===== config.mk =====
export PLATFORM = sky130hd
export DESIGN_NAME = backbone_to_vinput_flat
export DESIGN_NICKNAME = d
export VERILOG_FILES = /design/src/rtl/backbone_to_vinput_if.sv /design/src/rtl/backbone_to_vinput.sv /design/src/flat_wrapper.sv
export SDC_FILE = /design/constraint.sdc
export NUM_CORES = 2
export LEC_CHECK = 0
export ABC_AREA = 0
export ABC_CLOCK_PERIOD_IN_PS = 10900
export CAP_MARGIN = 15
export CORE_AREA = 5 5 766 768
export DETAILED_ROUTE_END_ITERATION = 8
export DIE_AREA = 0 0 771 773
export GPL_TIMING_DRIVEN = 0
export PLACE_DENSITY = 0.39
export SYNTH_ARGS = -nofsm -noshare
export SYNTH_HDL_FRONTEND = slang
export SYNTH_SLANG_ARGS = --single-unit

===== constraint.sdc =====
create_clock -name clk -period 10.9 [get_ports clk]
set_input_delay 2.18 -clock clk [delete_from_list [all_inputs] [get_ports clk]]
set_output_delay 2.18 -clock clk [all_outputs]
set_load 0.005 [all_outputs]

===== src/rtl/backbone_to_vinput_if.sv =====
// Operand/result bundle for backbone_to_vinput: four independently strobed
// operands in, one strobed binary64 result out.
interface backbone_to_vinput_if #(
    parameter int J       = 14,
    parameter int A       = 2,
    parameter int J_WIDTH = $clog2(J) + 1,
    parameter int A_WIDTH = $clog2(A) + 1
);
    logic [63:0]          backbone;
    logic                 backbone_tvalid;
    logic [J*A_WIDTH-1:0] x_initial;
    logic                 x_initial_tvalid;
    logic [J_WIDTH-1:0]   ind_j;
    logic                 ind_j_tvalid;
    logic [J*A*64-1:0]    alpha_u;
    logic                 alpha_u_tvalid;
    logic                 vinput_tvalid;
    logic [63:0]          vinput;

    modport master (
        output backbone, backbone_tvalid, x_initial, x_initial_tvalid,
               ind_j, ind_j_tvalid, alpha_u, alpha_u_tvalid,
        input  vinput_tvalid, vinput
    );

    modport slave (
        input  backbone, backbone_tvalid, x_initial, x_initial_tvalid,
               ind_j, ind_j_tvalid, alpha_u, alpha_u_tvalid,
        output vinput_tvalid, vinput
    );
endinterface


===== src/rtl/backbone_to_vinput.sv =====
// Leave-one-out variable-node input: vinput = backbone - alpha_u[ind_j][x_initial[ind_j]]
// in binary64 with flush-to-zero, RNE rounding and a canonical quiet NaN.
module backbone_to_vinput #(
    parameter int J = 14,
    parameter int I = 7,
    parameter int A = 2,
    localparam int J_WIDTH = $clog2(J) + 1,
    localparam int A_WIDTH = $clog2(A) + 1
) (
    input logic                 clk,
    input logic                 rst,
    backbone_to_vinput_if.slave bus
);
    if (I < 1 || J < 1 || A < 1) begin : g_param_check
        $error("backbone_to_vinput: J, I and A must all be positive");
    end

    localparam logic [63:0] QNAN = 64'h7FF8_0000_0000_0000;

    typedef enum logic [2:0] {IDLE, SEL, ALIGN, ADD, OUT} state_t;

    state_t               state_q, state_d;
    logic                 have_bb_q, have_bb_d, have_xi_q, have_xi_d;
    logic                 have_ind_q, have_ind_d, have_al_q, have_al_d;
    logic                 launch;
    logic [63:0]          bb_sh_q, bb_sh_d;
    logic [J*A_WIDTH-1:0] xi_sh_q, xi_sh_d;
    logic [J_WIDTH-1:0]   ind_sh_q, ind_sh_d;
    logic [J*A*64-1:0]    al_sh_q, al_sh_d;
    logic [63:0]          sel_term;
    logic [63:0]          sel_a_q, sel_a_d, sel_b_q, sel_b_d;
    logic                 aln_spec_q, aln_spec_d, aln_sign_q, aln_sign_d, aln_sub_q, aln_sub_d;
    logic [63:0]          aln_spec_val_q, aln_spec_val_d;
    logic [10:0]          aln_exp_q, aln_exp_d;
    logic [55:0]          aln_x_q, aln_x_d, aln_y_q, aln_y_d;
    logic                 add_spec_q, add_spec_d, add_sign_q, add_sign_d;
    logic [63:0]          add_spec_val_q, add_spec_val_d;
    logic [10:0]          add_exp_q, add_exp_d;
    logic [56:0]          add_sum_q, add_sum_d;
    logic [63:0]          vinput_q, vinput_d;
    logic                 vinput_tvalid_q, vinput_tvalid_d;

    logic [10:0]          ea, eb, ey, dexp;
    logic [51:0]          fa, fb;
    logic                 sa, sb, a_nan, b_nan, a_inf, b_inf, swap, lost;
    logic [62:0]          ka, kb;
    logic [55:0]          ma, mb, my, shifted;
    logic [5:0]           lz;
    logic [55:0]          norm_m;
    logic signed [12:0]   norm_e;
    logic [63:0]          result;

    function automatic logic [5:0] lzc56(input logic [55:0] v);
        lzc56 = 6'd56;
        for (int i = 0; i < 56; i++) begin
            if (v[i]) lzc56 = 6'(55 - i);
        end
    endfunction

    // m has its leading one at bit 55; bits [2:0] are guard, round, sticky.
    function automatic logic [63:0] round_pack(input logic sign, input logic signed [12:0] e,
                                               input logic [55:0] m);
        logic              up;
        logic [53:0]       mr;
        logic signed [12:0] er;
        up = m[2] & (m[1] | m[0] | m[3]);
        mr = {1'b0, m[55:3]} + {53'd0, up};
        er = mr[53] ? e + 13'sd1 : e;
        if (e <= 13'sd0)
            round_pack = 64'd0;
        else if (er >= 13'sd2047)
            round_pack = {sign, 11'h7FF, 52'd0};
        else
            round_pack = {sign, er[10:0], mr[51:0]};
    endfunction

    // Operand capture and job launch
    always_comb begin
        launch     = (state_q == IDLE) && have_bb_q && have_xi_q && have_ind_q && have_al_q;
        have_bb_d  = bus.backbone_tvalid  | (have_bb_q  & ~launch);
        have_xi_d  = bus.x_initial_tvalid | (have_xi_q  & ~launch);
        have_ind_d = bus.ind_j_tvalid     | (have_ind_q & ~launch);
        have_al_d  = bus.alpha_u_tvalid   | (have_al_q  & ~launch);
        bb_sh_d    = bus.backbone_tvalid  ? bus.backbone  : bb_sh_q;
        xi_sh_d    = bus.x_initial_tvalid ? bus.x_initial : xi_sh_q;
        ind_sh_d   = bus.ind_j_tvalid     ? bus.ind_j     : ind_sh_q;
        al_sh_d    = bus.alpha_u_tvalid   ? bus.alpha_u   : al_sh_q;
        sel_a_d    = launch ? bb_sh_q  : sel_a_q;
        sel_b_d    = launch ? sel_term : sel_b_q;
        state_d         = state_q;
        vinput_d        = vinput_q;
        vinput_tvalid_d = 1'b0;
        case (state_q)
            IDLE:    if (launch) state_d = SEL;
            SEL:     state_d = ALIGN;
            ALIGN:   state_d = ADD;
            ADD: begin
                state_d         = OUT;
                vinput_d        = result;
                vinput_tvalid_d = 1'b1;
            end
            OUT:     state_d = IDLE;
            default: state_d = IDLE;
        endcase
    end

    // Out-of-range row or symbol leaves term at +0.0
    always_comb begin
        sel_term = 64'd0;
        for (int j = 0; j < J; j++) begin
            for (int a = 0; a < A; a++) begin
                if (ind_sh_q == J_WIDTH'(j) && xi_sh_q[j*A_WIDTH +: A_WIDTH] == A_WIDTH'(a))
                    sel_term = al_sh_q[(j*A+a)*64 +: 64];
            end
        end
    end

    // ALIGN stage: classify, order by magnitude, shift the smaller operand
    always_comb begin
        ea = sel_a_q[62:52];  fa = sel_a_q[51:0];  sa = sel_a_q[63];
        eb = sel_b_q[62:52];  fb = sel_b_q[51:0];  sb = ~sel_b_q[63];
        a_nan = (ea == 11'h7FF) && (fa != 52'd0);
        b_nan = (eb == 11'h7FF) && (fb != 52'd0);
        a_inf = (ea == 11'h7FF) && (fa == 52'd0);
        b_inf = (eb == 11'h7FF) && (fb == 52'd0);
        ka = (ea == 11'd0) ? 63'd0 : sel_a_q[62:0];
        kb = (eb == 11'd0) ? 63'd0 : sel_b_q[62:0];
        ma = (ea == 11'd0) ? 56'd0 : {1'b1, fa, 3'b000};
        mb = (eb == 11'd0) ? 56'd0 : {1'b1, fb, 3'b000};
        swap       = kb > ka;
        aln_sign_d = swap ? sb : sa;
        aln_exp_d  = swap ? eb : ea;
        aln_x_d    = swap ? mb : ma;
        my         = swap ? ma : mb;
        ey         = swap ? ea : eb;
        aln_sub_d  = sa ^ sb;
        dexp       = aln_exp_d - ey;
        shifted    = my >> dexp[5:0];
        lost       = |(my & ~({56{1'b1}} << dexp[5:0]));
        if (dexp >= 11'd56)
            aln_y_d = {55'd0, |my};
        else
            aln_y_d = {shifted[55:1], shifted[0] | lost};
        aln_spec_d = 1'b1;
        if (a_nan || b_nan)
            aln_spec_val_d = QNAN;
        else if (a_inf && b_inf)
            aln_spec_val_d = (sa != sb) ? QNAN : {sa, 11'h7FF, 52'd0};
        else if (a_inf)
            aln_spec_val_d = {sa, 11'h7FF, 52'd0};
        else if (b_inf)
            aln_spec_val_d = {sb, 11'h7FF, 52'd0};
        else begin
            aln_spec_d     = 1'b0;
            aln_spec_val_d = 64'd0;
        end
    end

    // ADD stage
    always_comb begin
        add_sum_d      = aln_sub_q ? ({1'b0, aln_x_q} - {1'b0, aln_y_q})
                                   : ({1'b0, aln_x_q} + {1'b0, aln_y_q});
        add_spec_d     = aln_spec_q;
        add_spec_val_d = aln_spec_val_q;
        add_sign_d     = aln_sign_q;
        add_exp_d      = aln_exp_q;
    end

    // OUT stage: normalize, then round and pack
    always_comb begin
        lz = lzc56(add_sum_q[55:0]);
        if (add_sum_q[56]) begin
            norm_m = {add_sum_q[56:2], add_sum_q[1] | add_sum_q[0]};
            norm_e = $signed({2'b00, add_exp_q}) + 13'sd1;
        end else begin
            norm_m = add_sum_q[55:0] << lz;
            norm_e = $signed({2'b00, add_exp_q}) - $signed({7'd0, lz});
        end
        if (add_spec_q)
            result = add_spec_val_q;
        else if (add_sum_q == 57'd0)
            result = 64'd0;
        else
            result = round_pack(add_sign_q, norm_e, norm_m);
    end

    always_ff @(posedge clk or posedge rst) begin
        if (rst) begin
            state_q         <= IDLE;
            have_bb_q       <= 1'b0;
            have_xi_q       <= 1'b0;
            have_ind_q      <= 1'b0;
            have_al_q       <= 1'b0;
            vinput_q        <= 64'd0;
            vinput_tvalid_q <= 1'b0;
        end else begin
            state_q         <= state_d;
            have_bb_q       <= have_bb_d;
            have_xi_q       <= have_xi_d;
            have_ind_q      <= have_ind_d;
            have_al_q       <= have_al_d;
            vinput_q        <= vinput_d;
            vinput_tvalid_q <= vinput_tvalid_d;
        end
    end

    always_ff @(posedge clk) begin
        bb_sh_q        <= bb_sh_d;
        xi_sh_q        <= xi_sh_d;
        ind_sh_q       <= ind_sh_d;
        al_sh_q        <= al_sh_d;
        sel_a_q        <= sel_a_d;
        sel_b_q        <= sel_b_d;
        aln_spec_q     <= aln_spec_d;
        aln_spec_val_q <= aln_spec_val_d;
        aln_sign_q     <= aln_sign_d;
        aln_sub_q      <= aln_sub_d;
        aln_exp_q      <= aln_exp_d;
        aln_x_q        <= aln_x_d;
        aln_y_q        <= aln_y_d;
        add_spec_q     <= add_spec_d;
        add_spec_val_q <= add_spec_val_d;
        add_sign_q     <= add_sign_d;
        add_exp_q      <= add_exp_d;
        add_sum_q      <= add_sum_d;
    end

    assign bus.vinput        = vinput_q;
    assign bus.vinput_tvalid = vinput_tvalid_q;
endmodule


===== src/flat_wrapper.sv =====
// flat-port wrapper written by rule: the top's interface ports become plain ports
module backbone_to_vinput_flat 
#(
    parameter int J = 14,
    parameter int I = 7,
    parameter int A = 2,
    localparam int J_WIDTH = $clog2(J) + 1,
    localparam int A_WIDTH = $clog2(A) + 1
)
  (clk, rst, bus_backbone, bus_backbone_tvalid, bus_x_initial, bus_x_initial_tvalid, bus_ind_j, bus_ind_j_tvalid, bus_alpha_u, bus_alpha_u_tvalid, bus_vinput_tvalid, bus_vinput);
  backbone_to_vinput_if #(.J(J), .A(A)) bus_i ();
  input logic clk;
  input logic rst;
  input wire logic [$bits(bus_i.backbone)-1:0] bus_backbone;
  input wire logic [$bits(bus_i.backbone_tvalid)-1:0] bus_backbone_tvalid;
  input wire logic [$bits(bus_i.x_initial)-1:0] bus_x_initial;
  input wire logic [$bits(bus_i.x_initial_tvalid)-1:0] bus_x_initial_tvalid;
  input wire logic [$bits(bus_i.ind_j)-1:0] bus_ind_j;
  input wire logic [$bits(bus_i.ind_j_tvalid)-1:0] bus_ind_j_tvalid;
  input wire logic [$bits(bus_i.alpha_u)-1:0] bus_alpha_u;
  input wire logic [$bits(bus_i.alpha_u_tvalid)-1:0] bus_alpha_u_tvalid;
  output wire logic [$bits(bus_i.vinput_tvalid)-1:0] bus_vinput_tvalid;
  output wire logic [$bits(bus_i.vinput)-1:0] bus_vinput;
  assign bus_i.backbone = bus_backbone;
  assign bus_i.backbone_tvalid = bus_backbone_tvalid;
  assign bus_i.x_initial = bus_x_initial;
  assign bus_i.x_initial_tvalid = bus_x_initial_tvalid;
  assign bus_i.ind_j = bus_ind_j;
  assign bus_i.ind_j_tvalid = bus_ind_j_tvalid;
  assign bus_i.alpha_u = bus_alpha_u;
  assign bus_i.alpha_u_tvalid = bus_alpha_u_tvalid;
  assign bus_vinput_tvalid = bus_i.vinput_tvalid;
  assign bus_vinput = bus_i.vinput;
  backbone_to_vinput #(.J(J), .I(I), .A(A)) u_core (.clk(clk), .rst(rst), .bus(bus_i));
endmodule

==> summary.txt <==
Outcome
  – Outcome: complete, but fails checks
  – Failing checks: max-capacitance violations, max-slew violations

Clock network
  – Root Driver: clkbuf_16
  – Worst-path clk slew: 60 ps
  – H-tree Lvls: 5
  – Worst skew pair latency: 990 ps
  – # hold bufs at CTS: 0
  – Clk sinks: 2286
  – CTS Buffer Depth: 4
  – CTS Buf Count: 295
  – CTS tree: yes

STA
  – Setup Viol. Count Final: 0
  – Final Cycle Share: 98.5%
  – Final hold viol count: 0
  – RSZ-0062 raised after global routing: false
  – Final Max Slew Viols: 1
  – Relative slew slack: -1.13%
  – Tmin final: 10740 ps
  – Setup Skew: 101 ps
  – Worst Tran Pin Value: 1470 ps
  – Final worst slack: 161 ps
  – Fmax: 0.0931 GHz

Critical path
  – CP endpoint kind: flip-flop
  – Critical path class: flip-flop to flip-flop
  – CP required: 11710 ps
  – Crit path max fanout: 10
  – Crit start category: flip-flop
  – CP Data Arrival Time: 11550 ps
  – Crit-path max cell delay: 630 ps
  – Most used cell, CP: clkbuf_4
  – Crit path max-delay cell type: edfxtp_1

Synth
  – Yosys reg bits: 2286
  – Top cells by area, synth: edfxtp_1, mux2i_1, dfxtp_1
  – Top cell type's share of synthesized area: 59.9%
  – Post-synth net total: 9478
  – Yosys top cell by area: edfxtp_1
  – Cell Area, Synth: 0.101 mm2
  – Dominant synthesized flop cell: edfxtp_1
  – Post-synth ARST share: 3.15%
  – Post-synthesis sequential area ratio: 65.6%
  – Number of synthesized flops with an enable pin: 2017
  – Yosys warns: 0
  – Library cells used by synthesis: 109
  – Count leader, synth: edfxtp_1
  – Post-synthesis cell count: 7452
  – Synth top cells by count: edfxtp_1, mux2i_1, nor2_1
  – Mapped Avg Cell Area: 13.6 um2

Floorplan
  – Effective utilization at floorplan: 17.4%
  – DIE HEIGHT: 773 um
  – Site Rows: 280
  – Die Area: 0.596 mm2
  – Core area: 0.579 mm2
  – Die width: 771 um
  – # IOs: 1960

Flow run
  – Max-cap violation count: 1

Layout
  – Layout area overhead: 41.0%
  – Area of the multi-input gates: 0.0327 mm2
  – Reg area: 0.0663 mm2
  – Layout cells sized above 1: 8.62%
  – Final #Nets: 11900
  – # fillers: 61400
  – Fin area: 0.143 mm2

Global route
  – Largest net degree at the start of global routing: 173
  – Initial antenna violation count: 601
  – Global Route Usage Sum: 21.9%
  – GRT overflow: 0
  – Vias in the first global route: 77400
  – First-pass GRT wire length: 847000 um

Worst hold path
  – Hold Crit Class: flip-flop to flip-flop

Power
  – Psw: 18.2 mW
  – Pint: 22.4 mW
  – Worst vdd ir: 0.317 mV
  – Power Density: 285 mW/mm2
  – Combinational share of power: 46.3%
  – Sw frac: 44.8%
  – Clock power frac: 23.9%
  – Total Power: 40.6 mW
  – Flop pwr share: 29.8%
  – Leak: 50.7 nW

Route
  – Antenna Violating Nets Remaining: 0
  – DR vias: 79500
  – First-pass iteration count of the detailed router: 6
  – Vias/cell: 4.42
  – DRT Wirelength: 680000 um
  – Number of DRC markers in iteration 0: 8435
  – Remaining DRCs: 0
  – WL/cell: 37.8 um

Placement
  – Area after DPL: 0.133 mm2
  – PortBufs: 1959
  – Dpl ws: -4780 ps
  – HPWL Detailed: 573000 um
  – GP Congestion: 0.946
final cells by class:
class                           count  area share, %
Multi-Input combinational cell   4580           22.9
Inverter                          116          0.314
Tap cell                         7755           6.81
Clock buffer                      373           5.48
Sequential cell                  2286           46.5
Timing Repair Buffer             2090           15.2
Clock inverter                    147           1.05
Antenna cell                      158          0.277
Buffer                            469           1.44
final timing paths:
path,startpoint,endpoint,slack (ps),cells after the start
hold / removal,u_core.add_spec_val_d[63]$_SDFF_PP0_,u_core.add_spec_val_q[63]$_DFF_P_,330,0
setup / recovery,u_core.sel_a_q[55]$_DFFE_PP_,u_core.aln_y_q[6]$_SDFF_PP0_,160,35
hold reg to reg,u_core.add_spec_val_d[63]$_SDFF_PP0_,u_core.add_spec_val_q[63]$_DFF_P_,330,0
max in group asynchronous,rst,u_core.bus.vinput[35]$_DFFE_PP0P_,8730,3
setup reg to reg,u_core.sel_a_q[55]$_DFFE_PP_,u_core.aln_y_q[6]$_SDFF_PP0_,160,35
min in group asynchronous,rst,u_core.have_bb_q$_DFF_PP0_,1600,2
state kept, by name, summed over array words and instances, names as in the netlist, 3 cells and up:
| name | flops |
|---|---|
| u_core.bus.vinput | 64 |
| u_core.add_sum_q | 57 |
| u_core.state_q | 3 |
| u_core.sel_a_q | 64 |
| u_core.aln_y_q | 56 |
| u_core.add_exp_d | 11 |
| u_core.aln_x_q | 53 |
| u_core.bb_sh_q | 64 |
| u_core.xi_sh_q | 28 |
| u_core.sel_b_q | 64 |
| u_core.add_exp_q | 11 |
| u_core.add_spec_val_d | 3 |
| u_core.al_sh_q | 1792 |
| u_core.ind_sh_q | 5 |
| u_core.add_spec_val_q | 3 |
stage by stage:
| step | TNS, ps | cells | hold slack [ps] | util (%) |
|---|---|---|---|---|
| 3_5_place_dp | -263090 | 17300 | 312 | 22.9 |
| 3_3_place_gp | - | 17200 | 316 | 22.5 |
| 5_1_grt | 0 | 17900 | 329 | 24.6 |
| 6_report | 0 | 18000 | 325 | 24.6 |
| 2_1_floorplan | 0 | 7452 | 310 | - |
| 4_1_cts | 0 | 17800 | 325 | 24.5 |
layer usage:
metal	share of wire, %	track usage, %	vias up
met4	3.1	5.60	252
met3	7.5	5.87	1399
met1	40	26.7	39900
li1	-	-	34000
met2	49	37.9	3938
met5	0.24	0	-
logic make-up (layout without fill, tap and decap cells):
| kind of cell | after synthesis | count (layout) | synth area share (%) |
|---|---|---|---|
| AOI/OAI and AO/OA | 1608 | 1608 | 10.6 |
| xor gates and xnor gates | 192 | 192 | 1.66 |
| adders and majority gates | 133 | 133 | 1.65 |
| buffers and inverters | 586 | 3195 | 2.32 |
| DFF | 2286 | 2286 | 65.6 |
| muxes | 1011 | 1011 | 10.4 |
| other | 0 | 158 | 0 |
| and+or+nand+nor | 1636 | 1636 | 7.74 |
what timing repair did:
item | 4_1_cts | 5_1_grt
hold endpoints to repair | 0 | 0
setup buffers | 0 | 1
pin swaps | 1 | 1
setup endpoints to repair | 111 | 56
resized for setup | 58 | 29
worst max-delay path: cells and delay by family (launching register included):
family                     cells  cell delay, ps
adders and majority gates      2             610
DFF                            1             630
muxes                          1             210
xor gates and xnor gates       1             450
AOI/OAI and AO/OA              8            2270
buffers and inverters         16            5120
and+or+nand+nor                7            1250
placed cells by master (no fill, tap or decap), types with 112 or more instances in the layout:
master           count
clkdlybuf4s50_1   1956
clkbuf_16          299
diode_2            158
o22ai_1            249
nor2_1             482
edfxtp_1          2017
o221ai_1           112
xnor2_1            144
a21oi_1            317
dfxtp_1            197
nand2_1            480
ha_1               130
o21ai_0            298
mux2i_1            905
clkbuf_1           348
power groups by stage:
| stage | clock, mW | sequential, mW | combinational, mW |
|---|---|---|---|
| finish | 9.68 | 12.1 | 18.8 |
| floorplan | 0 | 11.6 | 10.1 |
| global route | 10.3 | 12.2 | 19.7 |
| global placement | 0 | 13.4 | 18.3 |
| detailed placement | 0 | 12.2 | 18.2 |
| CTS | 9.99 | 12.1 | 18.4 |
Note: power is estimated with default switching activity, not from simulation.
